**config.mk**
```make
export PLATFORM = sky130hd
export DESIGN_NAME = mult_share_arbiter
export DESIGN_NICKNAME = d
export VERILOG_FILES = /design/src/rtl/mult_pkg.sv /design/src/rtl/shift_add_core.sv /design/src/rtl/mult_share_arbiter.sv
export SDC_FILE = /design/constraint.sdc
export NUM_CORES = 1
export LEC_CHECK = 0
export CAP_MARGIN = 20
export CORE_MARGIN = 2
export CORE_UTILIZATION = 44
export DETAILED_ROUTE_END_ITERATION = 8
export GPL_TIMING_DRIVEN = 0
export PLACE_DENSITY = 0.8
export REMOVE_ABC_BUFFERS = 1
export SLEW_MARGIN = 20
export SYNTH_ARGS = -nofsm -noshare
export SYNTH_HDL_FRONTEND = slang
export SYNTH_SLANG_ARGS = --single-unit
```
**constraint.sdc**
```tcl
create_clock -name clk -period 12.9 [get_ports clk]
set_clock_uncertainty 0.05 [all_clocks]
set_input_delay 2.58 -clock clk [delete_from_list [all_inputs] [get_ports clk]]
set_output_delay 2.58 -clock clk [all_outputs]
set_load 0.01 [all_outputs]
```
**src/rtl/mult_pkg.sv**
```systemverilog
// Shared definitions for the shared sequential multiplier: default operand
// width, counter width and the controller state encoding.
package mult_pkg;

    localparam int MULT_N  = 32;
    localparam int MULT_CW = 6;

    typedef enum logic [1:0] {
        ST_IDLE = 2'd0,
        ST_RUN  = 2'd1,
        ST_DONE = 2'd2
    } state_t;

endpackage

```
**src/rtl/shift_add_core.sv**
```systemverilog
// Signed radix-2 shift-add multiplier datapath. One step per enabled cycle:
// conditionally add (or, on the sign step, subtract) the multiplicand into the
// upper accumulator, then shift the whole {acc, lo} pair right arithmetically.
// After N steps {acc[N-1:0], lo} holds the exact 2N-bit signed product.
module shift_add_core
    import mult_pkg::*;
#(
    parameter int N = MULT_N
) (
    input  logic           clk,
    input  logic           rst,
    input  logic           i_load,
    input  logic           i_step,
    input  logic           i_sub_last,
    input  logic [N-1:0]   i_a,
    input  logic [N-1:0]   i_b,
    output logic [2*N-1:0] o_product
);

    logic [N-1:0] r_a;
    logic [N:0]   r_acc;
    logic [N-1:0] r_lo;
    logic [N+1:0] w_a_ext;
    logic [N+1:0] w_acc_ext;
    logic [N+1:0] w_sum;

    assign w_a_ext   = {{2{r_a[N-1]}}, r_a};
    assign w_acc_ext = {r_acc[N], r_acc};

    // Partial-product update; two guard bits keep the sum exact before the shift.
    always_comb begin
        w_sum = w_acc_ext;
        if (r_lo[0]) begin
            if (i_sub_last) begin
                w_sum = w_acc_ext - w_a_ext;
            end else begin
                w_sum = w_acc_ext + w_a_ext;
            end
        end
    end

    // Operand load and per-step arithmetic right shift of {acc, lo}.
    always_ff @(posedge clk or negedge rst) begin
        if (!rst) begin
            r_a   <= '0;
            r_acc <= '0;
            r_lo  <= '0;
        end else if (i_load) begin
            r_a   <= i_a;
            r_acc <= '0;
            r_lo  <= i_b;
        end else if (i_step) begin
            r_acc <= w_sum[N+1:1];
            r_lo  <= {w_sum[0], r_lo[N-1:1]};
        end
    end

    assign o_product = {r_acc[N-1:0], r_lo};

endmodule

```
**src/rtl/mult_share_arbiter.sv**
```systemverilog
// Two requesters share one sequential signed multiplier.
// Handshake: a transfer happens on a rising edge where valid && ready are both
// high; ready may depend combinationally on valid, valid must not depend on
// ready. Requests are granted only in IDLE, round-robin on contention; the
// result is held in DONE until res_ready, and no request is taken that cycle.
module mult_share_arbiter
    import mult_pkg::*;
#(
    parameter int N  = MULT_N,
    parameter int CW = MULT_CW
) (
    input  logic           clk,
    input  logic           rst,
    input  logic           in_valid0,
    input  logic [N-1:0]   in_a0,
    input  logic [N-1:0]   in_b0,
    output logic           in_ready0,
    input  logic           in_valid1,
    input  logic [N-1:0]   in_a1,
    input  logic [N-1:0]   in_b1,
    output logic           in_ready1,
    output logic           res_valid,
    output logic [2*N-1:0] res_data,
    output logic           res_id,
    input  logic           res_ready,
    output logic           busy,
    output logic [1:0]     o_dbg_state
);

    localparam logic [CW-1:0] CNT_LAST = CW'(N - 1);

    state_t        r_state;
    state_t        w_next_state;
    logic [CW-1:0] r_cnt;
    logic          r_last_id;
    logic          r_res_id;
    logic          w_grant0;
    logic          w_grant1;
    logic          w_accept;
    logic          w_step;
    logic          w_sub_last;
    logic [N-1:0]  w_a;
    logic [N-1:0]  w_b;

    // Round-robin grant in IDLE: on contention the requester not served last wins.
    always_comb begin
        w_grant0 = 1'b0;
        w_grant1 = 1'b0;
        if (rst && (r_state == ST_IDLE)) begin
            w_grant0 = in_valid0 && (!in_valid1 || r_last_id);
            w_grant1 = in_valid1 && (!in_valid0 || !r_last_id);
        end
    end

    assign in_ready0 = w_grant0;
    assign in_ready1 = w_grant1;
    assign w_accept  = w_grant0 || w_grant1;
    assign w_a       = w_grant1 ? in_a1 : in_a0;
    assign w_b       = w_grant1 ? in_b1 : in_b0;

    // Next-state and datapath controls.
    always_comb begin
        w_next_state = r_state;
        w_step       = 1'b0;
        w_sub_last   = 1'b0;
        case (r_state)
            ST_IDLE: begin
                if (w_accept) begin
                    w_next_state = ST_RUN;
                end
            end
            ST_RUN: begin
                w_step     = 1'b1;
                w_sub_last = (r_cnt == CNT_LAST);
                if (r_cnt == CNT_LAST) begin
                    w_next_state = ST_DONE;
                end
            end
            ST_DONE: begin
                if (res_ready) begin
                    w_next_state = ST_IDLE;
                end
            end
            default: begin
                w_next_state = ST_IDLE;
            end
        endcase
    end

    // State register.
    always_ff @(posedge clk or negedge rst) begin
        if (!rst) begin
            r_state <= ST_IDLE;
        end else begin
            r_state <= w_next_state;
        end
    end

    // Step counter and owner bookkeeping; last_id moves only on an accept.
    always_ff @(posedge clk or negedge rst) begin
        if (!rst) begin
            r_cnt     <= '0;
            r_last_id <= 1'b1;
            r_res_id  <= 1'b0;
        end else if (w_accept) begin
            r_cnt     <= '0;
            r_last_id <= w_grant1;
            r_res_id  <= w_grant1;
        end else if (r_state == ST_RUN) begin
            r_cnt <= r_cnt + 1'b1;
        end
    end

    shift_add_core #(
        .N(N)
    ) u_core (
        .clk        (clk),
        .rst        (rst),
        .i_load     (w_accept),
        .i_step     (w_step),
        .i_sub_last (w_sub_last),
        .i_a        (w_a),
        .i_b        (w_b),
        .o_product  (res_data)
    );

    assign res_valid   = (r_state == ST_DONE);
    assign res_id      = r_res_id;
    assign busy        = (r_state != ST_IDLE);
    assign o_dbg_state = r_state;

endmodule

```
==> metrics <==
status=finished, final reports clean; register area share after synthesis=0.353; layout cell share with drive strength beyond 1=0.0494; top cell type by total area after synthesis=dfrtp_1; number of max-cap violations=0; Design Power=about 2.7 mW; clock root buffer=clkbuf_16; crit-path max FO=74; post-cts resize count=0; dpl hpwl=between 15 and 20 mm; worst hold slack=0.450 ns; minimum clock period after layout=approximately 8.3 ns; CTS tree=built; EDFF count, synth=0; critical path's largest stage delay=around 1.0 ns; WP data arrival=roughly 5.6 ns; Worst-Skew Late Latency=approximately 0.36 ns; adder-cell share of the synthesized area=0.0603; Max Slew Vio Count=0; R2R depth=16; cts bufs inserted=9; period utilization=0.640; Yosys cell types=66; Hold Vio Cnt, Final=0; Worst Hold Class=reg2reg; vias in the first global route=~7000; Diodes inserted=0; Die Span X=about 140 um; Max-slew headroom=0.319; worst slew pin tran=1.02 ns; P&R area growth vs syn=31.8%; Reg2Reg Setup Slack=slightly above 8 ns; Clock Pin Slew Worst Setup and Hold Paths=~0.09 ns; CP max stage cell=inv_1; first-pass GRT wire length=approximately 35 mm; first-pass iteration count of the detailed router=5; hold path cells=2; ranking of synthesized cells by area=dfrtp_1 35%, ha_1 5.8%, nand2_1 5.4%; WP data required=~10 ns; Max Freq=roughly 120 MHz; routed len/inst=17.1 um; htree depth=3; Mapped Cells=~890; layout net count=between 1000 and 1500; critical path class=in2out; Ys Warns=0; fill count=roughly 1500; largest net degree at the start of global routing=between 70 and 80; Longest Clk Path Bufs=2; mux contribution to synthesized area=0.0135; post-synthesis xor/xnor area fraction=0.0669; Post-CTS Setup Inserts=0; RSZ-0062 raised after global routing=no; Setup crit end kind=primary output; Critical Path Source Type=primary input; GPL Wtd Cong=0.895; synth cell count leaders=109 x nand2_1, 106 x dfrtp_1, 74 x nor2_1; final number of setup-violating endpoints=0; top-count cell post-synth=nand2_1; GR Util All Layers=0.239; initial antenna violation count=0; drc violations=0; antenna-violating nets left=0; starting DRC count in detailed routing=about 580; P_leak=between 4 and 5 nW; syn_area_per_cell=~8.6 um^2; Top FF cell, synth=dfrtp_1; Vias/cell=approximately 5.7; hold buffers post-CTS=0; Via Count=about 7200; final wirelength=21.5 mm; boundary pin count=slightly above 200; post-synth top area share=0.349; peak supply drop=0.000101 V; site row count=48; Yosys reg bits=about 110; DIE AREA=approximately 18000 um^2; Remaining Overflow, GRT=0; Initial Util=0.445; area of the core=~17000 um^2; Netlist Area Pre-Place=7600 um^2; largest family of logic cells by synthesized area=compound AO/OA/AOI/OAI gates; Power Dens Cells=around 270 nW/um^2; die height=between 100 and 150 um; clock sink count=107; fraction of registers with async set/reset=1.00; simple-gate share of the synthesized area=0.174; number of port buffers=~200; post-synthesis compound-gate area fraction=0.265; worst-path cell chain=buf_6 > buf_16 > nand4_1 > inv_1 > clkdlybuf4s50_1
==> registers in the layout (all words and copies together) (netlist names) <==
register	count
u_core.r_a	32
r_last_id	1
o_dbg_state	2
u_core.r_acc	33
r_cnt	6
u_core.r_lo	32
res_id	1
==> power breakdown <==
part           total [mW]  switching (mW)  leakage [nW]  internal, mW
combinational        1.67           0.847          2.90         0.820
clock               0.278           0.141         0.145         0.137
sequential          0.728           0.219          1.30         0.509
==> through the flow <==
step	setup WS [ns]	setup TNS (ns)	instances	area, um^2	utilization
2_1_floorplan	5.01	0	802	7150	-
3_3_place_gp	-2.63	-45.99	1230	9460	0.555
3_5_place_dp	4.54	0	1241	9720	0.570
4_1_cts	4.55	0	1257	10000	0.587
5_1_grt	4.28	0	1257	10000	0.587
6_report	4.65	0	1257	10000	0.587
==> worst max-delay path, delay by kind of cell <==
family                 cells  cell delay [ns]
AND/OR/NAND/NOR            1             0.65
buffers and inverters      4             2.35
==> cell families after synthesis <==
group / after synthesis
compound gates: 291
xor+xnor: 58
fa+ha+maj: 36
buf+inv: 104
flops: 107
mux: 10
simple gates: 282
==> routing by layer <==
metal / track usage / wire, um
met5: 0 / 0
met1: 0.312 / 9280
met2: 0.402 / 10500
met3: 0.0412 / 1300
met4: 0.0845 / 461
==> layout make-up <==
type / instances / area (um^2) / share of cell area
clock buffer: 9 / 225 / 0.0225
clock inverter: 7 / 67.6 / 0.00675
inverter: 18 / 67.6 / 0.00675
multi-input combinational: 677 / 4440 / 0.444
sequential: 107 / 2680 / 0.267
tap: 225 / 282 / 0.0281
timing repair buffer: 214 / 2250 / 0.225
==> cell usage in the layout, fill, tap and decap left out, types with 10 or more instances in the layout <==
cell	Yosys	final
a21o_1	18	18
inv_1	18	17
a22o_1	31	31
nand3_1	16	16
and3_1	16	16
xor2_1	33	33
xnor2_1	25	25
a21oi_1	51	51
or3_1	10	10
nor2_1	74	72
o21ai_0	58	58
nand2_1	109	109
a31oi_1	48	48
a221o_1	31	31
dfrtp_1	106	106
ha_1	35	35
clkdlybuf4s50_1	0	202
==> worst paths after layout <==
path / from / to
max in group asynchronous: rst / u_core.r_acc[26]
min: r_last_id / r_last_id
min in group asynchronous: rst / u_core.r_lo[28]
max reg2reg: u_core.r_a[5] / u_core.r_acc[30]
min reg2reg: r_last_id / r_last_id
max: rst / in_ready1
No activity file was read; power rests on OpenSTA's default activity.
